==> config.mk <==
export PLATFORM = sky130hd
export DESIGN_NAME = mem_copy_master
export DESIGN_NICKNAME = d
export VERILOG_FILES = /design/src/rtl/mem_copy_master_pkg.sv /design/src/rtl/mem_req_watchdog.sv /design/src/rtl/mem_copy_master.sv
export SDC_FILE = /design/constraint.sdc
export NUM_CORES = 1
export LEC_CHECK = 0
export ABC_CLOCK_PERIOD_IN_PS = 2800
export CAP_MARGIN = 20
export CORE_MARGIN = 1.5
export CORE_UTILIZATION = 50
export DETAILED_ROUTE_END_ITERATION = 8
export PLACE_DENSITY = 0.79
export RECOVER_POWER = 50
export SLEW_MARGIN = 20
export SYNTH_ARGS = -nofsm -noshare
export SYNTH_HDL_FRONTEND = slang
export SYNTH_HIERARCHICAL = 1
export SYNTH_SLANG_ARGS = --single-unit
==> constraint.sdc <==
create_clock -name clk -period 2.8 [get_ports clk]
set_clock_uncertainty 0.05 [all_clocks]
set_input_delay 0.56 -clock clk [delete_from_list [all_inputs] [get_ports clk]]
set_output_delay 0.56 -clock clk [all_outputs]
set_load 0.01 [all_outputs]
==> src/rtl/mem_copy_master_pkg.sv <==
// Shared types and constants for the memory-copy bus master.
package mem_copy_master_pkg;

    localparam int unsigned ADDR_W     = 32;
    localparam int unsigned DATA_W     = 32;
    localparam int unsigned STRB_W     = 4;
    localparam int unsigned WORD_BYTES = 4;

    localparam logic [STRB_W-1:0] WSTRB_WORD = 4'hF;
    localparam logic [STRB_W-1:0] WSTRB_NONE = 4'h0;

    typedef enum logic [2:0] {
        ST_IDLE   = 3'd0,
        ST_RD_REQ = 3'd1,
        ST_RD_GAP = 3'd2,
        ST_WR_REQ = 3'd3,
        ST_WR_GAP = 3'd4,
        ST_FINISH = 3'd5
    } state_t;

    // Clear the byte-offset bits so every bus address is word aligned.
    function automatic logic [ADDR_W-1:0] word_align(input logic [ADDR_W-1:0] addr);
        return addr & ~ADDR_W'(WORD_BYTES - 1);
    endfunction

endpackage

==> src/rtl/mem_req_watchdog.sv <==
// Counts cycles a bus request waits for mem_ready; flags expiry on the last allowed cycle.
module mem_req_watchdog #(
    parameter int unsigned TIMEOUT_CYCLES = 64
) (
    input  logic clk,
    input  logic resetn,
    input  logic i_clear,
    input  logic i_enable,
    output logic o_expired_c
);

    localparam int unsigned CNT_W = $clog2(TIMEOUT_CYCLES + 1);

    logic [CNT_W-1:0] r_count;

    // Expiry is seen during the TIMEOUT_CYCLES-th waiting cycle so the FSM can drop valid right after it.
    assign o_expired_c = i_enable && (r_count == CNT_W'(TIMEOUT_CYCLES - 1));

    // Wait counter: held at zero outside requests, saturates at expiry.
    always_ff @(posedge clk or negedge resetn) begin
        if (!resetn) begin
            r_count <= '0;
        end else if (i_clear) begin
            r_count <= '0;
        end else if (i_enable && !o_expired_c) begin
            r_count <= r_count + CNT_W'(1);
        end
    end

endmodule

==> src/rtl/mem_copy_master.sv <==
// Simple DMA engine on the native mem_valid/mem_ready bus: read one word, write it, repeat.
module mem_copy_master
    import mem_copy_master_pkg::*;
#(
    parameter int unsigned COUNT_W        = 16,
    parameter int unsigned TIMEOUT_CYCLES = 64
) (
    input  logic               clk,
    input  logic               resetn,
    input  logic               start,
    input  logic [ADDR_W-1:0]  src_addr,
    input  logic [ADDR_W-1:0]  dst_addr,
    input  logic [COUNT_W-1:0] word_count,
    output logic               busy,
    output logic               done,
    output logic               error,
    output logic               mem_valid,
    output logic [ADDR_W-1:0]  mem_addr,
    output logic [DATA_W-1:0]  mem_wdata,
    output logic [STRB_W-1:0]  mem_wstrb,
    input  logic               mem_ready,
    input  logic [DATA_W-1:0]  mem_rdata
);

    state_t              r_state;
    logic [ADDR_W-1:0]   r_src;
    logic [ADDR_W-1:0]   r_dst;
    logic [COUNT_W-1:0]  r_count;
    logic                r_busy;
    logic                r_done;
    logic                r_error;
    logic                r_mem_valid;
    logic [ADDR_W-1:0]   r_mem_addr;
    logic [DATA_W-1:0]   r_mem_wdata;
    logic [STRB_W-1:0]   r_mem_wstrb;

    state_t              w_next_state;
    logic [ADDR_W-1:0]   w_src;
    logic [ADDR_W-1:0]   w_dst;
    logic [COUNT_W-1:0]  w_count;
    logic                w_busy;
    logic                w_done;
    logic                w_error;
    logic                w_mem_valid;
    logic [ADDR_W-1:0]   w_mem_addr;
    logic [DATA_W-1:0]   w_mem_wdata;
    logic [STRB_W-1:0]   w_mem_wstrb;
    logic                w_in_req;
    logic                w_expired;

    assign busy      = r_busy;
    assign done      = r_done;
    assign error     = r_error;
    assign mem_valid = r_mem_valid;
    assign mem_addr  = r_mem_addr;
    assign mem_wdata = r_mem_wdata;
    assign mem_wstrb = r_mem_wstrb;

    assign w_in_req = (r_state == ST_RD_REQ) || (r_state == ST_WR_REQ);

    mem_req_watchdog #(
        .TIMEOUT_CYCLES (TIMEOUT_CYCLES)
    ) u_watchdog (
        .clk         (clk),
        .resetn      (resetn),
        .i_clear     (!w_in_req),
        .i_enable    (w_in_req && !mem_ready),
        .o_expired_c (w_expired)
    );

    // Next-state and next-output logic; a handshake takes priority over a same-cycle timeout.
    always_comb begin
        w_next_state = r_state;
        w_src        = r_src;
        w_dst        = r_dst;
        w_count      = r_count;
        w_done       = 1'b0;
        w_error      = 1'b0;
        w_mem_valid  = r_mem_valid;
        w_mem_addr   = r_mem_addr;
        w_mem_wdata  = r_mem_wdata;
        w_mem_wstrb  = r_mem_wstrb;

        case (r_state)
            ST_IDLE: begin
                if (start) begin
                    w_src   = word_align(src_addr);
                    w_dst   = word_align(dst_addr);
                    w_count = word_count;
                    if (word_count == '0) begin
                        w_next_state = ST_FINISH;
                    end else begin
                        w_next_state = ST_RD_REQ;
                        w_mem_valid  = 1'b1;
                        w_mem_addr   = word_align(src_addr);
                        w_mem_wstrb  = WSTRB_NONE;
                    end
                end
            end
            ST_RD_REQ: begin
                if (mem_ready) begin
                    w_mem_wdata  = mem_rdata;
                    w_mem_valid  = 1'b0;
                    w_next_state = ST_RD_GAP;
                end else if (w_expired) begin
                    w_mem_valid  = 1'b0;
                    w_error      = 1'b1;
                    w_next_state = ST_IDLE;
                end
            end
            ST_RD_GAP: begin
                w_next_state = ST_WR_REQ;
                w_mem_valid  = 1'b1;
                w_mem_addr   = r_dst;
                w_mem_wstrb  = WSTRB_WORD;
            end
            ST_WR_REQ: begin
                if (mem_ready) begin
                    w_src        = r_src + ADDR_W'(WORD_BYTES);
                    w_dst        = r_dst + ADDR_W'(WORD_BYTES);
                    w_count      = r_count - COUNT_W'(1);
                    w_mem_valid  = 1'b0;
                    w_next_state = ST_WR_GAP;
                end else if (w_expired) begin
                    w_mem_valid  = 1'b0;
                    w_error      = 1'b1;
                    w_next_state = ST_IDLE;
                end
            end
            ST_WR_GAP: begin
                if (r_count == '0) begin
                    w_next_state = ST_FINISH;
                end else begin
                    w_next_state = ST_RD_REQ;
                    w_mem_valid  = 1'b1;
                    w_mem_addr   = r_src;
                    w_mem_wstrb  = WSTRB_NONE;
                end
            end
            ST_FINISH: begin
                w_done       = 1'b1;
                w_next_state = ST_IDLE;
            end
            default: begin
                w_mem_valid  = 1'b0;
                w_next_state = ST_IDLE;
            end
        endcase

        w_busy = (w_next_state != ST_IDLE);
    end

    // State, datapath and registered bus outputs.
    always_ff @(posedge clk or negedge resetn) begin
        if (!resetn) begin
            r_state     <= ST_IDLE;
            r_src       <= '0;
            r_dst       <= '0;
            r_count     <= '0;
            r_busy      <= 1'b0;
            r_done      <= 1'b0;
            r_error     <= 1'b0;
            r_mem_valid <= 1'b0;
            r_mem_addr  <= '0;
            r_mem_wdata <= '0;
            r_mem_wstrb <= WSTRB_NONE;
        end else begin
            r_state     <= w_next_state;
            r_src       <= w_src;
            r_dst       <= w_dst;
            r_count     <= w_count;
            r_busy      <= w_busy;
            r_done      <= w_done;
            r_error     <= w_error;
            r_mem_valid <= w_mem_valid;
            r_mem_addr  <= w_mem_addr;
            r_mem_wdata <= w_mem_wdata;
            r_mem_wstrb <= w_mem_wstrb;
        end
    end

endmodule

-- Yosys cells after proc, flatten, opt, wreduce, memory -nomap -nowiden
Index checks and enable logic that the tools add are counted.
- reductions and logical operators: 17
- bitwise gates (word level): 1
- $add $sub $neg: 4
- equal/unequal tests: 12
- multiplexer cells: 36
- operators by type and width (kind ; count):
    32-bit 2-to-1 mux ; 7
    32-bit case mux with 2 select lines ; 2
    32-bit case mux with 3 select lines ; 1
    32-bit by 3-bit adder with 32-bit output (second input constant) ; 2
    16-bit zero test ; 2
    16-bit 2-to-1 mux ; 2
    16-bit case mux with 2 select lines ; 1
    3-bit 2-to-1 mux ; 6
    16-bit by 1-bit subtractor with 16-bit output (second input constant) ; 1
    3-bit case mux with 5 select lines ; 1
    7-bit 2-to-1 mux ; 2
    4-bit 2-to-1 mux ; 3
    4-bit case mux with 3 select lines ; 1
    1-bit 2-to-1 mux ; 9
    2-bit inequality test (second input constant) ; 4
    7-bit by 1-bit adder with 7-bit output (second input constant) ; 1
    7-bit by 6-bit == test with 1-bit output (second input constant) ; 1
    3-bit by 2-bit == test with 1-bit output (second input constant) ; 2
    3-bit == test (second input constant) ; 2
    3-bit nonzero test ; 2
    1-bit case mux with 5 select lines ; 1
    5-bit AND reduction ; 1
    4-bit AND reduction ; 1
    3-bit by 1-bit == test with 1-bit output (second input constant) ; 1
    11 further kinds ; 14
- register bits after elaboration: 162
- output and inout port bits: 72
- input port bits: 116
- logic and storage cells: 82

-- Depth between registers and ports, before layout
- depth in word-level cells: 8
- mapped depth: 9
- depth with buffers taken out: 8

-- Cells and area by module
The synthesis kept the hierarchy.
- modules (own cells, without submodules) (module ; instances ; cells each ; seq. area each (µm²) ; area each (µm²)):
    mem_copy_master ; 1 ; 876 ; 3678.5 ; 8099.0
    mem_req_watchdog ; 1 ; 39 ; 175.2 ; 390.4

-- Least setup slack after synthesis
No wires, ideal clock.
- path type: register to register
- from: reg r_count[0] (netlist name)
- to: reg r_count[14] (netlist name)
- data arrival time: 1.964 ns
- data required time: 2.624 ns
- slack: 0.660 ns
- period minus slack after synthesis: 2.140 ns
- setup time: 0.126 ns
- buffers on the path: 1
- stages on the path, launching flop included: 9
- cells stage by stage: dfrtp_1 -> inv_1 -> ha_1 -> or3b_2 -> or3_1 -> clkbuf_1 -> nor3_1 -> a31o_2 -> a21oi_1

==> flow_metrics.tcl <==
set metrics [dict create \
    yosysTopAreaCellShare_pct 45.4 \
    io_pins 188 \
    crit_path_start_kind "flip-flop" \
    numCtsBuffers 17 \
    switchingPower_mw 5.26 \
    max_cap_violations 0 \
    drive_gt1_share_pct 12.1 \
    cts_tree "built" \
    cts-hold-fix-buffers 0 \
    clock.fmax_mhz 427 \
    post_cts_buffers 0 \
    ys_ff_latch 154 \
    post-route-period-util_pct 83.6 \
    yosysSeqAreaShare_pct 45.4 \
    required_ns 3.06 \
    critPathTopFamily "simple AND/OR/NAND/NOR gates" \
    synth_edf_count 0 \
    seqPwrFrac_pct 34.0 \
    holdWs_ns 0.277 \
    combPwrFrac_pct 47.5 \
    ctsLongestPathBuffers 2 \
    antenna_found_initial 0 \
    synthMuxAreaShare_pct 8.56 \
    portBuffers 183 \
    syn_area_um2 8490 \
    wl_per_cell_um 17.8 \
    grt_pass1_wl_mm 37.9 \
    swShare_pct 40.9 \
    finalPower_mw 12.9 \
    grt_pass1_vias 7515 \
    synth_compound_area_share_pct 22.9 \
    synth_fa_ha_area_share_pct 0.737 \
    yosys-top-cells-area "dfrtp_1 (45%), a21oi_1 (7.2%), mux2_2 (4.8%), mux2i_1 (3.3%), o21ai_0 (2.8%)" \
    cts.sinks 154 \
    place.gp.congestion 0.900 \
    fin_cells 1311 \
    die-area_um2 17800 \
    synth_top_family_by_area "compound AO/OA/AOI/OAI gates" \
    cp_slowest_cell "or3b_2" \
    syn_avg_cell_area_um2 9.28 \
    intPower_mw 7.61 \
    synth-xor-area-share_pct 0 \
    setup_violations 0 \
    start_util_pct 51.2 \
    crit_fanout 8 \
    async_flop_share_pct 100 \
    min_period_ns 2.34 \
    max_stage_delay_ns 0.48 \
    hpwl_mm 16.2 \
    grt_setup_unrepaired "no" \
    clock_latency_ns 0.43 \
    p_leak_nw 4.56 \
    crit_path_end_kind "flip-flop" \
    viasPerCell 6.15 \
    path_buf_inv 1 \
    root_buffer "clkbuf_16" \
    slew_headroom_pct 25.2 \
    grt_max_degree 69 \
    syn_nets 1036 \
    syn_to_final_growth_pct 32.2 \
    drtPass1Iterations 6 \
    routed_wl_mm 23.3 \
    ctsResizeCount 0 \
    finalMaxSlewViolations 0 \
    synth_top_area_cell "dfrtp_1" \
    path_cells "inv_1 > ha_1 > or3b_2 > or3_1 > nor3_1 > a31o_2 > a21oi_1" \
    first_iter_violations 726 \
    synth_warnings 6 \
    hold_class "in -> async" \
    die_w_um 133 \
    cts.clk_slew.worst_paths_ns 0.07 \
    vias 8057 \
    rows 47 \
    hold_viol 0 \
    die_h_um 133 \
    power_density_nw_per_um2 1150 \
    synth_cell_types 65 \
    core_area_um2 16600 \
    htreeDepth 4 \
    crit_arrival_ns 2.60 \
    ir_drop_mv 0.699 \
    status "complete, no violations" \
    setup-tns-final_ns 0 \
    syn_inst 915 \
    synth_flop_cell "dfrtp_1" \
    layout.nets 1199 \
    p_clk_share_pct 18.5 \
    synthSimpleGateAreaFrac_pct 16.9 \
    overflow 0 \
    drc 0 \
    tightest_slew_ns 1.12 \
    post-place-cells 1279 \
    grt_usage_pct 26.5 \
    worstSetupPathType "reg -> reg" \
    antenna_left 0 \
    n_antenna_cell 0 \
]
synth_stat cells, types with 7 or more instances:
cell         n
nor2_1      52
buf_1        8
nor4_1      12
dfrtp_1    154
o22a_1       8
nor3_1      24
nand3_1     37
mux2_2      36
o21ai_0     48
and2_1       7
mux2i_1     28
nand2_1     56
a31oi_1     11
inv_1       39
clkbuf_1    37
a22oi_1      9
o2bb2ai_1    7
o22ai_1     20
and3_1      14
or3_1        9
buf_2       22
a21oi_1    122
a2bb2oi_1    9
a22o_1      25
nand4_1     20
cell type report:
class	instances	area, µm²
clock buffers	17	425
clock inverters	15	180
fillers	1328	5360
inverters	39	146
multi-input cells	649	4200
flip-flops and latches	154	3850
well taps	220	275
repair buffers	217	2140
power groups by stage:
| stage | clock (mW) | combinational, mW | sequential, mW |
|---|---|---|---|
| 2_1_floorplan | 0 | 3.84 | 4.29 |
| 4_1_cts | 2.41 | 6.21 | 4.35 |
| 6_report | 2.38 | 6.12 | 4.38 |
| 3_5_place_dp | 0 | 6.18 | 4.38 |
| 5_1_grt | 2.50 | 6.71 | 4.53 |
| 3_3_place_gp | 0 | 6.03 | 4.34 |
registers in the layout, summed over array words and instances, names as in the netlist:
register            cells
r_count                16
error                   1
done                    1
mem_wdata              32
mem_wstrb               1
mem_valid               1
u_watchdog/r_count      7
r_dst                  30
r_src                  30
mem_addr               31
busy                    1
r_state                 3
routing by layer:
metal	routed length, µm	GRT usage, %	share of wire, %
met5	0	0	0
met2	11100	42.6	47
met3	1610	4.22	6.9
met4	692	11.2	3.0
met1	9920	35.7	43
cells by family after synthesis:
logic type,after synthesis
flip-flops,154
AO/OA/AOI/OAI,307
AND/OR/NAND/NOR,270
adder cells (fa/ha/maj),5
buffers and inverters,112
multiplexers,67
placed cells by master, fill, tap and decap left out, types with 5 or more instances in the layout:
cell / n
dlygate4sd3_1: 32
and3_1: 14
nand2_1: 56
nor4_1: 12
mux2_2: 36
nor3_1: 24
ha_1: 5
nor2b_1: 5
clkdlybuf4s50_1: 150
a31oi_1: 11
buf_4: 26
nand4_1: 20
a22o_1: 25
o22ai_1: 20
a211oi_1: 5
mux2i_1: 28
a31o_2: 6
nand3_1: 37
and2_1: 6
a311oi_1: 5
or3_1: 9
clkbuf_16: 17
a2bb2oi_1: 9
a21oi_1: 122
o2bb2ai_1: 7
inv_1: 39
a22oi_1: 9
o21ai_0: 48
dfrtp_1: 154
o22a_1: 8
nor2_1: 50
buf_12: 5
worst paths after layout:
kind                            slack [ns]  cells past startpoint                      from                           endpoint
worst max-delay path                  0.46                      7    r_count[0]$_DFFE_PN0P_            r_count[14]$_DFFE_PN0P_
worst min-delay path                  0.28                      1                    resetn            mem_addr[2]$_DFFE_PN0P_
worst max register to register        0.46                      7    r_count[0]$_DFFE_PN0P_            r_count[14]$_DFFE_PN0P_
worst min register to register        0.45                      1  mem_wdata[8]$_DFFE_PN0P_           mem_wdata[8]$_DFFE_PN0P_
max in group asynchronous             0.76                      2                    resetn  u_watchdog/r_count[6]$_DFFE_PN0P_
min in group clk                      0.45                      1  mem_wdata[8]$_DFFE_PN0P_           mem_wdata[8]$_DFFE_PN0P_
metrics by stage:
| stage | setup WS, ns | utilization (%) | cell area, µm² |
|---|---|---|---|
| final | 0.460 | 67.7 | 11200 |
| after global routing | 0.286 | 67.7 | 11200 |
| after CTS | 0.461 | 67.9 | 11300 |
| after detailed placement | 0.130 | 64.3 | 10700 |
| after global placement | 0.160 | 64.3 | 10700 |
| after floorplan | 0.660 | - | 8490 |
Note: power is estimated with default switching activity, not from simulation.
